**src/rtl/dds_wave_ctrl.sv**
```systemverilog
// DDS waveform RAM sequencer: streams host samples into one of four segments, or plays a
// segment back through a phase accumulator. Optional amplitude scaling: DDS_WAVE_CTRL_AMP_SCALE_EN.
module dds_wave_ctrl #(
    parameter int ACC_W  = 32,
    parameter int SEG_AW = 12,
    parameter int RD_LAT = 2
) (
    input  logic              clk,
    input  logic              rst_n,
`ifdef DDS_WAVE_CTRL_AMP_SCALE_EN
    input  logic [7:0]        amp,
`endif
    input  logic              run_en,
    input  logic [ACC_W-1:0]  freq_word,
    input  logic [ACC_W-1:0]  phase_ofs,
    input  logic [1:0]        wave_sel,
    input  logic              cfg_upd,
    input  logic              load_start,
    input  logic [1:0]        load_seg,
    input  logic [7:0]        ld_data,
    input  logic              ld_valid,
    output logic              ld_ready,
    output logic              ld_done,
    output logic              busy,
    output logic [7:0]        ram_wr_data,
    output logic [SEG_AW+1:0] ram_wr_addr,
    output logic              ram_wr_en,
    output logic [SEG_AW+1:0] ram_rd_addr,
    input  logic [7:0]        ram_rd_data,
    output logic [7:0]        dout,
    output logic              dout_valid
);
    localparam int AW = SEG_AW + 2;
`ifdef DDS_WAVE_CTRL_AMP_SCALE_EN
    localparam int DLAT = RD_LAT + 1;
`else
    localparam int DLAT = RD_LAT;
`endif
    localparam int DCW = $clog2(DLAT + 1);

    typedef enum logic [1:0] {IDLE, RUN, DRAIN, LOAD} state_t;

    state_t             state_q, state_d;
    logic [ACC_W-1:0]   acc_q, acc_d;
    logic [ACC_W-1:0]   freq_sh_q, ofs_sh_q;
    logic [1:0]         sel_sh_q;
    logic [1:0]         seg_q, seg_d;
    logic [SEG_AW-1:0]  cnt_q, cnt_d;
    logic               pend_q, pend_d;
    logic [DCW-1:0]     dcnt_q, dcnt_d;
    logic [AW-1:0]      rd_addr_q, rd_addr_d;
    logic               issue_q, issue_d;
    logic               done_q, done_d;
    logic [RD_LAT-1:0]  vld_q;
    logic [RD_LAT:0]    vld_pipe;
    logic               rd_vld;
    logic [7:0]         dout_q;

    // Shadow configuration; raw config inputs only ever reach the datapath through here.
    always_ff @(posedge clk or negedge rst_n) begin
        if (!rst_n) begin
            freq_sh_q <= '0;
            ofs_sh_q  <= '0;
            sel_sh_q  <= '0;
        end else if (cfg_upd) begin
            freq_sh_q <= freq_word;
            ofs_sh_q  <= phase_ofs;
            sel_sh_q  <= wave_sel;
        end
    end

    assign ld_ready    = (state_q == LOAD);
    assign ram_wr_en   = ld_ready & ld_valid;
    assign ram_wr_addr = {seg_q, cnt_q};
    assign ram_wr_data = ram_wr_en ? ld_data : '0;
    assign ram_rd_addr = rd_addr_q;
    assign ld_done     = done_q;
    assign busy        = (state_q != IDLE);

    always_comb begin
        state_d   = state_q;
        acc_d     = acc_q;
        seg_d     = seg_q;
        cnt_d     = cnt_q;
        pend_d    = pend_q;
        dcnt_d    = dcnt_q;
        rd_addr_d = rd_addr_q;
        issue_d   = 1'b0;
        done_d    = 1'b0;
        case (state_q)
            IDLE: begin
                if (load_start) begin
                    state_d = LOAD;
                    seg_d   = load_seg;
                    cnt_d   = '0;
                end else if (run_en) begin
                    state_d = RUN;
                    acc_d   = '0;
                end
            end
            RUN: begin
                // The exit cycle issues no read, so DRAIN covers exactly the in-flight reads.
                if (!run_en || load_start) begin
                    state_d = DRAIN;
                    dcnt_d  = '0;
                    pend_d  = load_start;
                    if (load_start) seg_d = load_seg;
                end else begin
                    acc_d     = acc_q + freq_sh_q;
                    rd_addr_d = {sel_sh_q, SEG_AW'((acc_q + ofs_sh_q) >> (ACC_W - SEG_AW))};
                    issue_d   = 1'b1;
                end
            end
            DRAIN: begin
                if (dcnt_q == DCW'(DLAT - 1)) begin
                    state_d = pend_q ? LOAD : IDLE;
                    pend_d  = 1'b0;
                    cnt_d   = '0;
                end else begin
                    dcnt_d = dcnt_q + 1'b1;
                end
            end
            LOAD: begin
                if (ld_valid) begin
                    cnt_d = cnt_q + 1'b1;
                    if (cnt_q == '1) begin
                        done_d  = 1'b1;
                        state_d = IDLE;
                    end
                end
            end
            default: state_d = IDLE;
        endcase
    end

    always_ff @(posedge clk or negedge rst_n) begin
        if (!rst_n) begin
            state_q   <= IDLE;
            acc_q     <= '0;
            seg_q     <= '0;
            cnt_q     <= '0;
            pend_q    <= 1'b0;
            dcnt_q    <= '0;
            rd_addr_q <= '0;
            issue_q   <= 1'b0;
            done_q    <= 1'b0;
        end else begin
            state_q   <= state_d;
            acc_q     <= acc_d;
            seg_q     <= seg_d;
            cnt_q     <= cnt_d;
            pend_q    <= pend_d;
            dcnt_q    <= dcnt_d;
            rd_addr_q <= rd_addr_d;
            issue_q   <= issue_d;
            done_q    <= done_d;
        end
    end

    // issue_q marks the cycle a fresh address sits on ram_rd_addr; data lands RD_LAT later.
    assign vld_pipe = {vld_q, issue_q};
    assign rd_vld   = vld_pipe[RD_LAT];

    always_ff @(posedge clk or negedge rst_n) begin
        if (!rst_n) vld_q <= '0;
        else        vld_q <= vld_pipe[RD_LAT-1:0];
    end

`ifdef DDS_WAVE_CTRL_AMP_SCALE_EN
    logic [7:0]         amp_sh_q;
    logic signed [8:0]  smp_s;
    logic signed [17:0] prod;
    logic signed [9:0]  scl;
    logic [7:0]         scaled;
    logic               dval_q;

    always_ff @(posedge clk or negedge rst_n) begin
        if (!rst_n)       amp_sh_q <= 8'hFF;
        else if (cfg_upd) amp_sh_q <= amp;
    end

    // Offset-binary sample re-centred around zero, scaled by amp/256, re-biased and clamped.
    always_comb begin
        smp_s = $signed({1'b0, ram_rd_data}) - 9'sd128;
        prod  = smp_s * $signed({1'b0, amp_sh_q});
        scl   = 10'(prod >>> 8) + 10'sd128;
        if (scl < 0)            scaled = 8'd0;
        else if (scl > 10'sd255) scaled = 8'hFF;
        else                    scaled = scl[7:0];
    end

    always_ff @(posedge clk or negedge rst_n) begin
        if (!rst_n) begin
            dout_q <= '0;
            dval_q <= 1'b0;
        end else begin
            dval_q <= rd_vld;
            if (rd_vld) dout_q <= scaled;
        end
    end

    assign dout       = dout_q;
    assign dout_valid = dval_q;
`else
    always_ff @(posedge clk or negedge rst_n) begin
        if (!rst_n)      dout_q <= '0;
        else if (rd_vld) dout_q <= ram_rd_data;
    end

    assign dout       = rd_vld ? ram_rd_data : dout_q;
    assign dout_valid = rd_vld;
`endif

endmodule

```
**config.mk**
```make
export PLATFORM = sky130hd
export DESIGN_NAME = dds_wave_ctrl
export DESIGN_NICKNAME = d
export VERILOG_FILES = /design/src/rtl/dds_wave_ctrl.sv
export SDC_FILE = /design/constraint.sdc
export NUM_CORES = 1
export LEC_CHECK = 0
export CORE_ASPECT_RATIO = 0.5
export CORE_MARGIN = 3
export CORE_UTILIZATION = 35
export DETAILED_ROUTE_END_ITERATION = 7
export GPL_ROUTABILITY_DRIVEN = 0
export PLACE_DENSITY = 0.6
export SYNTH_ARGS = -nofsm -noshare
export SYNTH_HDL_FRONTEND = slang
export SYNTH_SLANG_ARGS = --single-unit
```
**constraint.sdc**
```tcl
create_clock -name clk -period 3.64 [get_ports clk]
set_clock_uncertainty 0.05 [all_clocks]
set_input_delay 0.91 -clock clk [delete_from_list [all_inputs] [get_ports clk]]
set_output_delay 0.91 -clock clk [all_outputs]
set_load 0.01 [all_outputs]
```
==> impl_metrics.csv <==
group,metric,value,unit
clocking,hold_buffers,0,
worst_setup_path,slowest_stage,"clkdlybuf4s50_1",
placed_design,dp_cells,1170,
synthesis,yosysSeqAreaShare,45.4,%
detailed_routing,drc_errors,0,
clocking,cts_buffers,17,
clocking,max-clock-path-buffers,2,
worst_setup_path,required,2.68,ns
worst_setup_path,cp_top_family,"buffers and inverters",
clocking,cts_resized,0,
timing,relSlewSlack,53.7,%
clocking,htree_levels,4,
power,power.static_leakage,4.54,nW
worst_setup_path,path_buf_inv,3,
cells_and_area,fillerInstances,2013,
cells_and_area,post-route-util,46.6,%
cells_and_area,diodes,0,
timing,finalHoldViolCount,0,
cells_and_area,regArea,3580,um^2
synthesis,async_flop_share,100,%
die,initial_core_util,36.0,%
worst_setup_path,worstPathCellList,"clkdlybuf4s50_1 -> nand2_1 -> inv_2 -> and2_1 -> clkdlybuf4s50_1",
cells_and_area,instances_no_fill,1201,
die,pin_count,139,
synthesis,synth_area,7890,um^2
grt,grt.met1_usage,21.0,%
timing,finalCritPeriodShare,89.6,%
job,max-cap-violations,0,
detailed_routing,first_pass_iters,5,
cells_and_area,design_area,10200,um^2
synthesis,synth_cell_type_count,61,
synthesis,synth-edff-count,0,
cells_and_area,drive_above_1_share,14.3,%
synthesis,synth-seq-cells,143,
status,outcome,"completed",
cells_and_area,syn_to_final_growth,29.5,%
power,ir_worst_vdd,316,uV
placed_design,port_buffers,138,
die,dieArea,24500,um^2
die,core,21900,um^2
synthesis,synth_ff_type,"dfrtp_1",
grt,grt_max_degree,87,
worst_setup_path,cp_common_cell,"clkdlybuf4s50_1",
detailed_routing,vias_per_cell,5.01,
timing,fin_crit,3.26,ns
worst_setup_path,max_stage_delay,0.54,ns
grt,grt_overflow,0,
synthesis,synth_area_leaders,"dfrtp_1, mux2_2, ha_1",
grt,groute.usage.overall,15.8,%
die,num_rows,38,
worst_setup_path,crit_type,"in2out",
die,dieHeight,112,um
timing,tns,0,ns
detailed_routing,initialDrtViolationCount,364,
clocking,clock_latency,0.42,ns
synthesis,netlist.area_leader.share,45.4,%
power,p_per_area,701,nW/um^2
timing,max_freq,0.307,GHz
detailed_routing,wl,18400,um
cells_and_area,multi_input_area,4130,um^2
synthesis,synth_warnings,0,
cells_and_area,layout.nets,1043,
grt,first_global_vias,6334,
clocking,tritoncts,"built",
detailed_routing,ant_nets,0,
detailed_routing,vias,6020,
synthesis,synthCells,748,
synthesis,yosys.area.top_type,"dfrtp_1",
worst_setup_path,path_max_fanout,10,
worst_setup_path,arrival,2.30,ns
synthesis,postSynthAreaPerCell,10.5,um^2
timing,drv_slew,0,
worst_setup_path,endpoint_kind,"output pin",
timing,rsz0062_at_grt,"no",
die,die_w,218,um
grt,grtUsageMet3,3.60,%
grt,antenna_found_initial,0,
timing,worst_slew_pin_slew,0.692,ns
clocking,clkSlewWorstSetupHoldPaths,0.06,ns
placed_design,place_area,9610,um^2
clocking,cts-root-buf,"clkbuf_16",
grt,grt_pass1_wl,31400,um
detailed_routing,routedWlPerCell,15.3,um
placed_design,dpl.hpwl,13500,um
synthesis,syn_nets,902,
grt,grt.met2_usage,26.2,%
clocking,post-cts-setup-buffer-count,0,
timing,setup_viol,0,
hold_path,hold_path.class,"reg2reg",
worst_setup_path,rrSetupSlack,0.55,ns
worst_setup_path,start_kind,"input pin",
grt,grt_busiest_layer,"met2",
clocking,cts_sinks,143,
-- state kept, by name, summed over array words and instances, names as in the netlist --
name	flops
vld_q	2
ld_done	1
dout_q	8
issue_q	1
freq_sh_q	32
acc_q	32
ram_rd_addr	14
cnt_q	12
seg_q	2
dcnt_q	2
state_q	2
sel_sh_q	2
ofs_sh_q	32
pend_q	1
-- area by class of cell --
| class | count | share of cell area [%] |
|---|---|---|
| Inverter | 19 | 0.698 |
| Tap cell | 300 | 3.67 |
| Clock inverter | 11 | 1.62 |
| Clock buffer | 20 | 4.37 |
| Timing Repair Buffer | 144 | 14.2 |
| Multi-Input combinational cell | 564 | 40.4 |
| Sequential cell | 143 | 35.0 |
-- routing by layer --
metal | share of wire (%) | vias up
met5 | 0 | -
met4 | 1.4 | 0
met3 | 3.0 | 21
met2 | 47 | 89
met1 | 49 | 2932
li1 | - | 2978
-- logic make-up (layout without fill, tap and decap cells) --
family | Yosys count | in the layout | synth area share [%]
adder cells (fa/ha/maj) | 64 | 64 | 10.2
multiplexers | 77 | 77 | 11.0
XOR/XNOR | 47 | 47 | 5.22
flip-flops | 143 | 143 | 45.4
AO/OA/AOI/OAI | 186 | 186 | 15.0
buffers and inverters | 41 | 194 | 2.30
AND/OR/NAND/NOR | 190 | 190 | 10.9
-- where the power goes --
group | internal, mW | switching, mW
logic | 1.48 | 1.57
registers | 1.97 | 0.298
clock network | 1.16 | 0.680
-- per-stage QoR --
| stage | hold slack [ns] | worst slack [ns] | total power, mW |
|---|---|---|---|
| 3_3_place_gp | 0.286 | 0.413 | 5.28 |
| 4_1_cts | 0.305 | 0.358 | 7.23 |
| 5_1_grt | 0.317 | 0.277 | 7.71 |
| 3_5_place_dp | 0.286 | 0.363 | 5.35 |
| 2_1_floorplan | 0.281 | 0.873 | 4.36 |
| 6_report | 0.302 | 0.379 | 7.16 |
-- cell usage in the layout (no fill, tap or decap), types with 3 or more instances in the layout --
master / instances
a211o_1: 3
a211oi_1: 6
a21o_1: 17
a21oi_1: 43
a31oi_1: 10
and2_1: 9
and3_1: 5
buf_4: 4
bufinv_16: 4
clkbuf_16: 17
clkdlybuf4s50_1: 136
clkinv_2: 4
dfrtp_1: 143
ha_1: 63
inv_1: 17
mux2_2: 76
nand2_1: 93
nand2b_1: 6
nand3_1: 8
nand4_1: 10
nor2_1: 37
nor2b_1: 3
nor3_1: 5
o21a_1: 5
o21ai_0: 31
o21ai_1: 30
o21bai_1: 7
o31ai_1: 8
or3_1: 5
xnor2_1: 16
xor2_1: 31
-- Yosys cell counts (3+ instances only) --
cell type and count:
buf_1 3, o21bai_1 7, a21oi_1 43, clkbuf_1 14
a21o_1 17, and3_1 5, mux2_2 76, xor2_1 31
nor2b_1 3, inv_1 17, nand3_1 9, and2_1 9
nand4_1 10, ha_1 63, o31ai_1 8, o21ai_1 30
a211o_1 3, nor2_1 37, or3_1 5, nand2b_1 6
nand2_1 93, nor3_1 5, a31oi_1 10, dfrtp_1 143
a211oi_1 6, o21a_1 5, xnor2_1 16, o21ai_0 31
-- worst paths after layout --
check | depth (start not counted) | endpoint | from
max | 5 | ram_wr_data[2] | ld_valid
min | 0 | vld_q[0]$_DFF_PN0_ | issue_q$_DFF_PN0_
max reg2reg | 10 | acc_q[31]$_DFFE_PN0P_ | acc_q[16]$_DFFE_PN0P_
min reg2reg | 0 | vld_q[0]$_DFF_PN0_ | issue_q$_DFF_PN0_
max in group asynchronous | 2 | acc_q[17]$_DFFE_PN0P_ | rst_n
min in group asynchronous | 1 | dout_q[7]$_DFF_PN0_ | rst_n
Note: power is estimated with default switching activity, not from simulation.
==> variant: new RTL, config.mk and constraints unchanged <==
The option `DDS_WAVE_CTRL_AMP_SCALE_EN` is turned on by a define.
--- a/src/rtl/dds_wave_ctrl.sv
+++ b/src/rtl/dds_wave_ctrl.sv
@@ -2,2 +2,4 @@
 // segment back through a phase accumulator. Optional amplitude scaling: DDS_WAVE_CTRL_AMP_SCALE_EN.
+`define DDS_WAVE_CTRL_AMP_SCALE_EN
+
 module dds_wave_ctrl #(
Ports: changed (added amp); port bits go from 139 to 147. No check against the original RTL was run, so the function may have changed too.
==> variant against the original RTL <==
The run now ends with negative setup slack left; sequential share of layout area down 7.4 points; cell area is 35% higher; routed wire length increased by 39%; core utilization is 0.27 points higher; die area up 33%; synthesized area increased by 35%; power is 65% higher; sequential cell count increased by 9; worst setup slack got worse by 2400 ps; largest power group unchanged; highest routed layer unchanged.
==> variant: results (changes against the original RTL) <==
----------------------------------------------------
[Status]
  Run status ... complete, but fails checks
  Violated checks ... negative setup slack

[STA]
  Final setup violating endpoints ... 8 (+8)
  Final worst setup slack ... -2052 ps (-2431 ps)
  Accumulated negative setup slack ... -16,350 ps (-16,350 ps)
  Tightest Pin Transition ... 1018 ps (+325.5 ps)

[Routing]
  Drt wl/cell ... 15.37 um (+0.32%)
  Iteration-0 DRC Markers ... 330 (-9.3%)
  Met1 wire length ... 11,570 um (+29%)

[Yosys]
  Top post-synthesis cells by area ... dfrtp_1 34%, ha_1 11%, fa_1 11%
  Mean cell area of the mapped netlist ... 10.10 um^2 (-4.2%)
  Netlist cell types ... 66 (+8.2%)
  Top cells by count, synth ... 144 x dfrtp_1, 110 x inv_1, 109 x nand2_1, 95 x ha_1, 75 x mux2_2

[Critical path]
  Kind of cell with the highest combined delay on the critical path ... adder cells
  Startpoint of the worst setup timing path ... ram_rd_data[7]
  Data arrival at the endpoint of the critical path ... 5940 ps (+3640 ps)
  Length in cells of the worst reg-to-reg path ... 24 (+14)
  Worst setup endpoint ... dout[3]
  Max stage delay on crit path ... 560 ps (+20 ps)

[Floorplan]
  Starting density of the core ... 36.07% (+0.080 points)

[Placed design]
  Number of placed cells counting well taps ... 1,625 (+39%)
  IO Port Bufs ... 146 (+5.8%)
  Half-perimeter wire length after detailed placement ... 19,690 um (+46%)
  Cell area reported after detailed placement ... 13,040 um^2 (+36%)

[Final layout]
  Storage element area ... 3814 um^2 (+6.6%)
  Multi-input comb cells ... 764 (+35%)
  Area Growth Syn to Fin ... 30.00%
  Count of non-CTS inverters in the layout ... 113 (+94)
  Clk tree area frac ... 3.914% (-2.1 points)
  Non-filler instance count after layout ... 1,663 (+38%)
  Count of sequential standard cells ... 152 (+6.3%)

[Power and ir drop]
  Switching Share ... 43.15% (+7.6 points)
  Reported combinational group power ... 7.70 mW (+150%)
  Switching Power ... 5.094 mW (+100%)
  Leak pwr ... 6.347 nW (+40%)
  Clock network power ... 1.65 mW (-10%)
  Maximum ir drop on the vdd rail ... 0.0008500 V (+170%)

[Clock tree]
  Number of instances resized during post-cts repair ... 49 (+49)

[GRT]
  Met3 capacity usage during global routing ... 3.389% (-0.21 points)
  First-pass GRT wire length ... 41,690 um (+33%)
  GRT Util Overall ... 16.05% (+0.27 points)
  Maximum number of pins on one net before global-route repair ... 75 (-14%)

----------------------------------------------------
## variant: cell count changes in the layout (fill, tap and decap cells not counted), moves of 14 or more
cell     delta
inv_1      +83
buf_4      +54
nand2_1    +14
ha_1       +24
and2_1     +33
fa_1       +51
## variant: worst min-delay path by stage
| stage | slack, ps | end | cells past startpoint | start |
|---|---|---|---|---|
| floorplan | 280 | vld_q[0] | 0 | issue_q |
| global placement | 280 | vld_q[1] | 0 | vld_q[0] |
| detailed placement | 290 | vld_q[1] | 0 | vld_q[0] |
| CTS | 300 | vld_q[1] | 0 | vld_q[0] |
| global route | 310 | vld_q[1] | 0 | vld_q[0] |
| finish | 290 | vld_q[1] | 0 | vld_q[0] |
## variant: logic make-up after synthesis
family / count (synthesis) / share of synthesized area (%)
and+or+nand+nor: 278 / 12.79
AOI/OAI and AO/OA: 208 / 12.33
DFF: 152 / 35.90
adders and majority gates: 151 / 21.74
buffers and inverters: 136 / 4.888
muxes: 78 / 8.233
xor gates and xnor gates: 49 / 4.111
